`config.mk`:
```
export PLATFORM = sky130hd
export DESIGN_NAME = mlp_binary_classifier_flat
export DESIGN_NICKNAME = d
export VERILOG_FILES = /design/src/rtl/mlp_binary_classifier_if.sv /design/src/rtl/mlp_binary_classifier.sv /design/src/flat_wrapper.sv
export SDC_FILE = /design/constraint.sdc
export NUM_CORES = 2
export LEC_CHECK = 0
export CAP_MARGIN = 10
export CORE_MARGIN = 2
export CORE_UTILIZATION = 30
export CTS_BUF_LIST = sky130_fd_sc_hd__clkbuf_16
export DETAILED_ROUTE_END_ITERATION = 10
export PLACE_DENSITY = 0.49
export SLEW_MARGIN = 20
export SYNTH_ARGS = -nofsm -noshare
export SYNTH_HDL_FRONTEND = slang
export SYNTH_SLANG_ARGS = --single-unit
```
`constraint.sdc`:
```
create_clock -name clk -period 22.3 [get_ports clk]
set_input_delay 4.46 -clock clk [delete_from_list [all_inputs] [get_ports clk]]
set_output_delay 4.46 -clock clk [all_outputs]
set_load 0.005 [all_outputs]
```
`src/rtl/mlp_binary_classifier_if.sv`:
```
// Handshake and weight-write bundle for mlp_binary_classifier.
// Master drives samples, weights and result_rdy; slave is the engine.
interface mlp_binary_classifier_if #(
  parameter int INPUTS_NUM = 3,
  parameter int AW         = 6,
  parameter int W          = 20
);
  logic                  in_data_vld;
  logic                  in_data_rdy;
  logic [INPUTS_NUM-1:0] in_data;
  logic                  wgt_wr_en;
  logic [AW-1:0]         wgt_wr_addr;
  logic [W-1:0]          wgt_wr_data;
  logic                  wgt_wr_rdy;
  logic                  result_data;
  logic                  result_vld;
  logic                  result_rdy;

  modport master (
    output in_data_vld, in_data,
    output wgt_wr_en, wgt_wr_addr, wgt_wr_data,
    output result_rdy,
    input  in_data_rdy, wgt_wr_rdy,
    input  result_data, result_vld
  );

  modport slave (
    input  in_data_vld, in_data,
    input  wgt_wr_en, wgt_wr_addr, wgt_wr_data,
    input  result_rdy,
    output in_data_rdy, wgt_wr_rdy,
    output result_data, result_vld
  );
endinterface

```
`src/rtl/mlp_binary_classifier.sv`:
```
// Single-hidden-layer fixed-point MLP over one time-shared MAC.
// Binary inputs, runtime-loaded weights, binary decision output.
module mlp_binary_classifier #(
  parameter int INPUTS_NUM = 3,
  parameter int HIDDEN_NUM = 9,
  parameter int FXP_INT    = 6,
  parameter int FXP_FRAC   = 14,
  localparam int W  = FXP_INT + FXP_FRAC,
  localparam int NW = HIDDEN_NUM*(INPUTS_NUM+2)+1,
  localparam int AW = $clog2(NW)
) (
  input logic clk,
  input logic rst,
  mlp_binary_classifier_if.slave bus
);
  localparam int MAXN = (INPUTS_NUM > HIDDEN_NUM) ? INPUTS_NUM : HIDDEN_NUM;
  localparam int ACCW = W + $clog2(MAXN+1) + 1;
  localparam int IW   = $clog2(INPUTS_NUM+1);
  localparam int JW   = $clog2(HIDDEN_NUM+1);
  localparam int PW   = 2*W;
  localparam logic signed [ACCW:0] SAT_MAX =
    (ACCW+1)'((64'sd1 <<< (W-1)) - 64'sd1);

  typedef enum logic [1:0] {IDLE, HID, OUT, DONE} state_t;

  state_t state_q, state_d;

  logic [NW-1:0][W-1:0]         w_q;
  logic [HIDDEN_NUM-1:0][W-1:0] h_q;
  logic [HIDDEN_NUM-1:0][W-1:0] h_nx;
  logic signed [ACCW-1:0]       acc_q;
  logic [INPUTS_NUM-1:0]        x_q;
  logic [IW-1:0]                i_q;
  logic [JW-1:0]                cnt_q;
  logic [AW-1:0]                ra_q;
  logic                         res_q;

  logic                   idle;
  logic                   wr_ok;
  logic                   last_i;
  logic                   last_j;
  logic                   last_k;
  logic                   h_shift;
  logic signed [W-1:0]    w_rd;
  logic signed [W-1:0]    h_in;
  logic signed [ACCW:0]   sum;
  logic signed [PW-1:0]   prod;
  logic signed [ACCW-1:0] term;

  assign idle   = (state_q == IDLE);
  assign last_i = (i_q == IW'(INPUTS_NUM));
  assign last_j = (cnt_q == JW'(HIDDEN_NUM-1));
  assign last_k = (cnt_q == JW'(HIDDEN_NUM));
  assign wr_ok  = bus.wgt_wr_en && idle &&
                  (32'(bus.wgt_wr_addr) < NW);

  assign bus.in_data_rdy = idle;
  assign bus.wgt_wr_rdy  = idle;
  assign bus.result_vld  = (state_q == DONE);
  assign bus.result_data = res_q;

  // The read pointer walks the weight map linearly: hidden rows, then
  // output weights, ending on the output bias.
  assign w_rd = $signed(w_q[ra_q]);
  assign sum  = (ACCW+1)'(acc_q) + (ACCW+1)'(w_rd);
  assign prod = PW'(w_rd) * PW'($signed(h_q[0]));
  assign term = ACCW'(prod >>> FXP_FRAC);

  always_comb begin
    h_in = '0;
    if (state_q == OUT) begin
      h_in = $signed(h_q[0]);
    end else if (sum > SAT_MAX) begin
      h_in = SAT_MAX[W-1:0];
    end else if (sum > 0) begin
      h_in = sum[W-1:0];
    end
    h_shift = ((state_q == HID) && last_i) ||
              ((state_q == OUT) && !last_k);
    h_nx = h_q >> W;
    h_nx[HIDDEN_NUM-1] = h_in;
  end

  always_comb begin
    state_d = state_q;
    unique case (state_q)
      IDLE: if (bus.in_data_vld) state_d = HID;
      HID:  if (last_i && last_j) state_d = OUT;
      OUT:  if (last_k) state_d = DONE;
      DONE: if (bus.result_rdy) state_d = IDLE;
      default: state_d = IDLE;
    endcase
  end

  always_ff @(posedge clk) begin
    if (rst) state_q <= IDLE;
    else     state_q <= state_d;
  end

  always_ff @(posedge clk) begin
    if (rst) begin
      w_q   <= '0;
      h_q   <= '0;
      acc_q <= '0;
      x_q   <= '0;
      i_q   <= '0;
      cnt_q <= '0;
      ra_q  <= '0;
      res_q <= 1'b0;
    end else begin
      if (wr_ok) w_q[bus.wgt_wr_addr] <= bus.wgt_wr_data;
      if (h_shift) h_q <= h_nx;
      unique case (state_q)
        IDLE: if (bus.in_data_vld) begin
          x_q   <= bus.in_data;
          acc_q <= '0;
          i_q   <= '0;
          cnt_q <= '0;
          ra_q  <= '0;
        end
        HID: begin
          ra_q <= ra_q + 1'b1;
          if (!last_i) begin
            acc_q <= acc_q + (x_q[0] ? ACCW'(w_rd) : '0);
            x_q   <= (x_q >> 1) | (x_q << (INPUTS_NUM-1));
            i_q   <= i_q + 1'b1;
          end else begin
            acc_q <= '0;
            i_q   <= '0;
            cnt_q <= last_j ? '0 : cnt_q + 1'b1;
          end
        end
        OUT: begin
          if (!last_k) begin
            acc_q <= acc_q + term;
            cnt_q <= cnt_q + 1'b1;
            ra_q  <= ra_q + 1'b1;
          end else begin
            res_q <= (sum > 0);
          end
        end
        default: ;
      endcase
    end
  end
endmodule

```
`src/flat_wrapper.sv`:
```
// flat-port wrapper written by rule: the top's interface ports become plain ports
module mlp_binary_classifier_flat 
#(
  parameter int INPUTS_NUM = 3,
  parameter int HIDDEN_NUM = 9,
  parameter int FXP_INT    = 6,
  parameter int FXP_FRAC   = 14,
  localparam int W  = FXP_INT + FXP_FRAC,
  localparam int NW = HIDDEN_NUM*(INPUTS_NUM+2)+1,
  localparam int AW = $clog2(NW)
)
  (clk, rst, bus_in_data_vld, bus_in_data, bus_wgt_wr_en, bus_wgt_wr_addr, bus_wgt_wr_data, bus_result_rdy, bus_in_data_rdy, bus_wgt_wr_rdy, bus_result_data, bus_result_vld);
  mlp_binary_classifier_if #(.INPUTS_NUM(INPUTS_NUM), .AW(($clog2(((9)*((3)+2)+1)))), .W(((6) + (14)))) bus_i ();
  input logic clk;
  input logic rst;
  input wire logic [$bits(bus_i.in_data_vld)-1:0] bus_in_data_vld;
  input wire logic [$bits(bus_i.in_data)-1:0] bus_in_data;
  input wire logic [$bits(bus_i.wgt_wr_en)-1:0] bus_wgt_wr_en;
  input wire logic [$bits(bus_i.wgt_wr_addr)-1:0] bus_wgt_wr_addr;
  input wire logic [$bits(bus_i.wgt_wr_data)-1:0] bus_wgt_wr_data;
  input wire logic [$bits(bus_i.result_rdy)-1:0] bus_result_rdy;
  output wire logic [$bits(bus_i.in_data_rdy)-1:0] bus_in_data_rdy;
  output wire logic [$bits(bus_i.wgt_wr_rdy)-1:0] bus_wgt_wr_rdy;
  output wire logic [$bits(bus_i.result_data)-1:0] bus_result_data;
  output wire logic [$bits(bus_i.result_vld)-1:0] bus_result_vld;
  assign bus_i.in_data_vld = bus_in_data_vld;
  assign bus_i.in_data = bus_in_data;
  assign bus_i.wgt_wr_en = bus_wgt_wr_en;
  assign bus_i.wgt_wr_addr = bus_wgt_wr_addr;
  assign bus_i.wgt_wr_data = bus_wgt_wr_data;
  assign bus_i.result_rdy = bus_result_rdy;
  assign bus_in_data_rdy = bus_i.in_data_rdy;
  assign bus_wgt_wr_rdy = bus_i.wgt_wr_rdy;
  assign bus_result_data = bus_i.result_data;
  assign bus_result_vld = bus_i.result_vld;
  mlp_binary_classifier #(.INPUTS_NUM(INPUTS_NUM), .HIDDEN_NUM(HIDDEN_NUM), .FXP_INT(FXP_INT), .FXP_FRAC(FXP_FRAC)) u_core (.clk(clk), .rst(rst), .bus(bus_i));
endmodule
```
==> results.cfg <==
[status]
status = completed

[setup_path]
cpMostUsedCell = fa_1
worstPathArrival_ns = 13.47
rr_worst_depth = 41
worstSetupStartpointType = flip-flop
critPathMaxFanout = 43
crit_slowest_cell = buf_4
crit_family = adder cells
cp_num_buf_inv = 9
rrSetupSlack_ns = 9.47
endpoint_kind = flip-flop
crit_path_start = u_core.ra_q[0]
required_ns = 22.94
crit_path_end = u_core.acc_q[23]
critPathMaxStageDelay_ns = 0.82
timing.rr.end = u_core.acc_q[23]
r2r_start = u_core.ra_q[0]
path_depth = 41
critPathKind = flip-flop to flip-flop

[cts]
cts.clk_slew.worst_paths_ns = 0.07
postCtsHoldBufs = 0
cts.repair.resized = 0
cts.path.max_buffers = 3
cts_setup_buffers = 0
cts_root_buf = clkbuf_16
cts_buffers = 121
htreeDepth = 3
cts.sinks = 1143
worst_skew_pair.late_latency_ns = 0.78
cts_tree = done

[timing]
relSlewSlack = 0.198
setup-violations-final = 0
max_freq_mhz = 78.0
hold_slack_ns = 0.436
fin_crit_sh = 0.575
rsz0062_at_grt = false
tightest_slew_ns = 1.20
setup_tns_ns = 0
skew_ns = 0.0448
finalMaxSlewViolations = 0
fin_ws_ns = 9.47
layout_min_cycle_time_ns = 12.83
hold_viol = 0

[global_route]
grt_usage = 0.195
grt_max_degree = 235
grt_first_pass_wirelength_um = 337000
grt_pass1_vias = 53200
grt-ovfl-total = 0
antenna_found_initial = 11

[power_and_ir_drop]
powerDensity_nw_per_um2 = 64.5
irDropWorstVdd_uv = 68.6
total_leakage_power_nw = 26.6
total_power_w = 0.00467

[routing]
ant_nets = 0
drtIter0Drc = 4619
wl_per_cell_um = 21.1
vias = 54200
routed_wl_um = 223000
remaining_drc_errors = 0
firstDrtPassIters = 6
via_per_inst = 5.12

[logic_synthesis]
syn_avg_cell_area_um2 = 8.30
synth_area_um2 = 66000
synth_area_leader_cell = dfxtp_1
synth_warnings = 0
synth_edf_count = 0
ys_types = 80
syn-num-nets = 8583
synth.top_cell.area_share = 0.347
async_flop_share = 0
ys_ff_latch = 1143
synth_area_leaders = dfxtp_1, nand2_1, fa_1, a21oi_1, mux4_2
ys.flop_type = dfxtp_1
synthCells = 7949
yosysSeqAreaShare = 0.347

[layout]
fin_nets = 8247
final_common_cell = nand2_1
nFillCells = 22800
layout-drive-gt1-share = 0.0796
area_growth_pct = 9.73
mostFrequentLayoutCells = nand2_1, a21oi_1, dfxtp_1
multi_input_area_um2 = 38800
final_util = 0.330
seq_area_um2 = 22900

[floorplan]
dieArea_um2 = 224000
die_w_um = 473
die_h_um = 473
rows = 172
coreArea_um2 = 219000
start_util = 0.301
top_level_ports = 38

[placed_design]
finalWeightedCongestion = 0.857
io_buffers = 37
dp_slack_ns = 9.38
hpwlAfterDp_um = 141000

[hold_path]
hp-class = flip-flop to flip-flop

[job]
maxCapViolations = 0
## power by group
part           internal, W  switching, W
Sequential         0.00207     0.0000296
Combinational     0.000173      0.000417
Clock              0.00108      0.000893
Total              0.00333       0.00134
## Yosys cell counts, types with 12 or more instances
cell type  number
a211oi_1       13
a21o_1         51
a21oi_1      1195
a221oi_1       25
a22oi_1        21
and2_1        221
and3_1         13
buf_1          28
buf_2          37
buf_4          12
clkbuf_1      562
dfxtp_1      1143
fa_1          415
ha_1          185
inv_1         497
mux2i_1       119
mux4_2        216
nand2_1      2500
nand2b_1       16
nand3_1        28
nor2_1        167
nor2b_1        31
nor3_1         22
o21ai_0       120
o221ai_1       29
or2_2          14
or3_1          16
xnor2_1        62
xor2_1         30
## registers in the layout, summed over array words and instances (netlist names), 3 cells and up
register and count:
u_core.acc_q 25, u_core.cnt_q 4, u_core.h_nx 160, u_core.h_q 20, u_core.ra_q 6, u_core.w_q 920, u_core.x_q 3
## layout make-up
class / instances / area share
clock inverters: 101 / 0.0106
flip-flops and latches: 1143 / 0.316
inverters: 497 / 0.0258
clock buffers: 122 / 0.0422
repair buffers: 184 / 0.0196
well taps: 2871 / 0.0496
diodes: 3 / 0.000104
multi-input cells: 5666 / 0.536
## cell families (layout without fill, tap and decap cells)
| family | count (synthesis) | in the layout | synth area share |
|---|---|---|---|
| xor+xnor | 93 | 93 | 0.0126 |
| buf+inv | 1140 | 904 | 0.0667 |
| other cells | 0 | 3 | 0 |
| simple gates | 3069 | 3069 | 0.190 |
| mux | 335 | 335 | 0.0918 |
| fa+ha+maj | 600 | 600 | 0.161 |
| compound gates | 1569 | 1569 | 0.131 |
| flops | 1143 | 1143 | 0.347 |
## worst min path at each step
stage	from	end	cells past startpoint
after global placement	u_core.w_q[119]	u_core.w_q[119]	2
after detailed placement	u_core.w_q[631]	u_core.w_q[631]	2
final	u_core.h_nx[42]	u_core.h_nx[22]	2
after CTS	u_core.h_nx[24]	u_core.h_nx[4]	2
after global routing	u_core.h_nx[42]	u_core.h_nx[22]	2
after floorplan	u_core.h_nx[0]	u_core.h_nx[0]	2
## routing by layer
layer,track usage,wire length [µm],vias to the layer above
met2,0.315,103000,1693
met3,0.0221,13800,288
met1,0.273,100000,27000
met4,0.0592,6080,2
met5,0,13,-
li1,-,-,25200
## tightest hold or removal path, cell delays in order, from the launching register on
cell and delay, ns:
dfxtp_1 0.30, nand2_1 0.05, a21oi_1 0.06
## per-stage QoR
stage	instances	instance area, µm²
floorplan	7949	66000
global placement	10400	68500
detailed placement	10400	68500
CTS	10600	72400
global route	10600	72400
finish	10600	72400
Note: power is estimated with default switching activity, not from simulation.
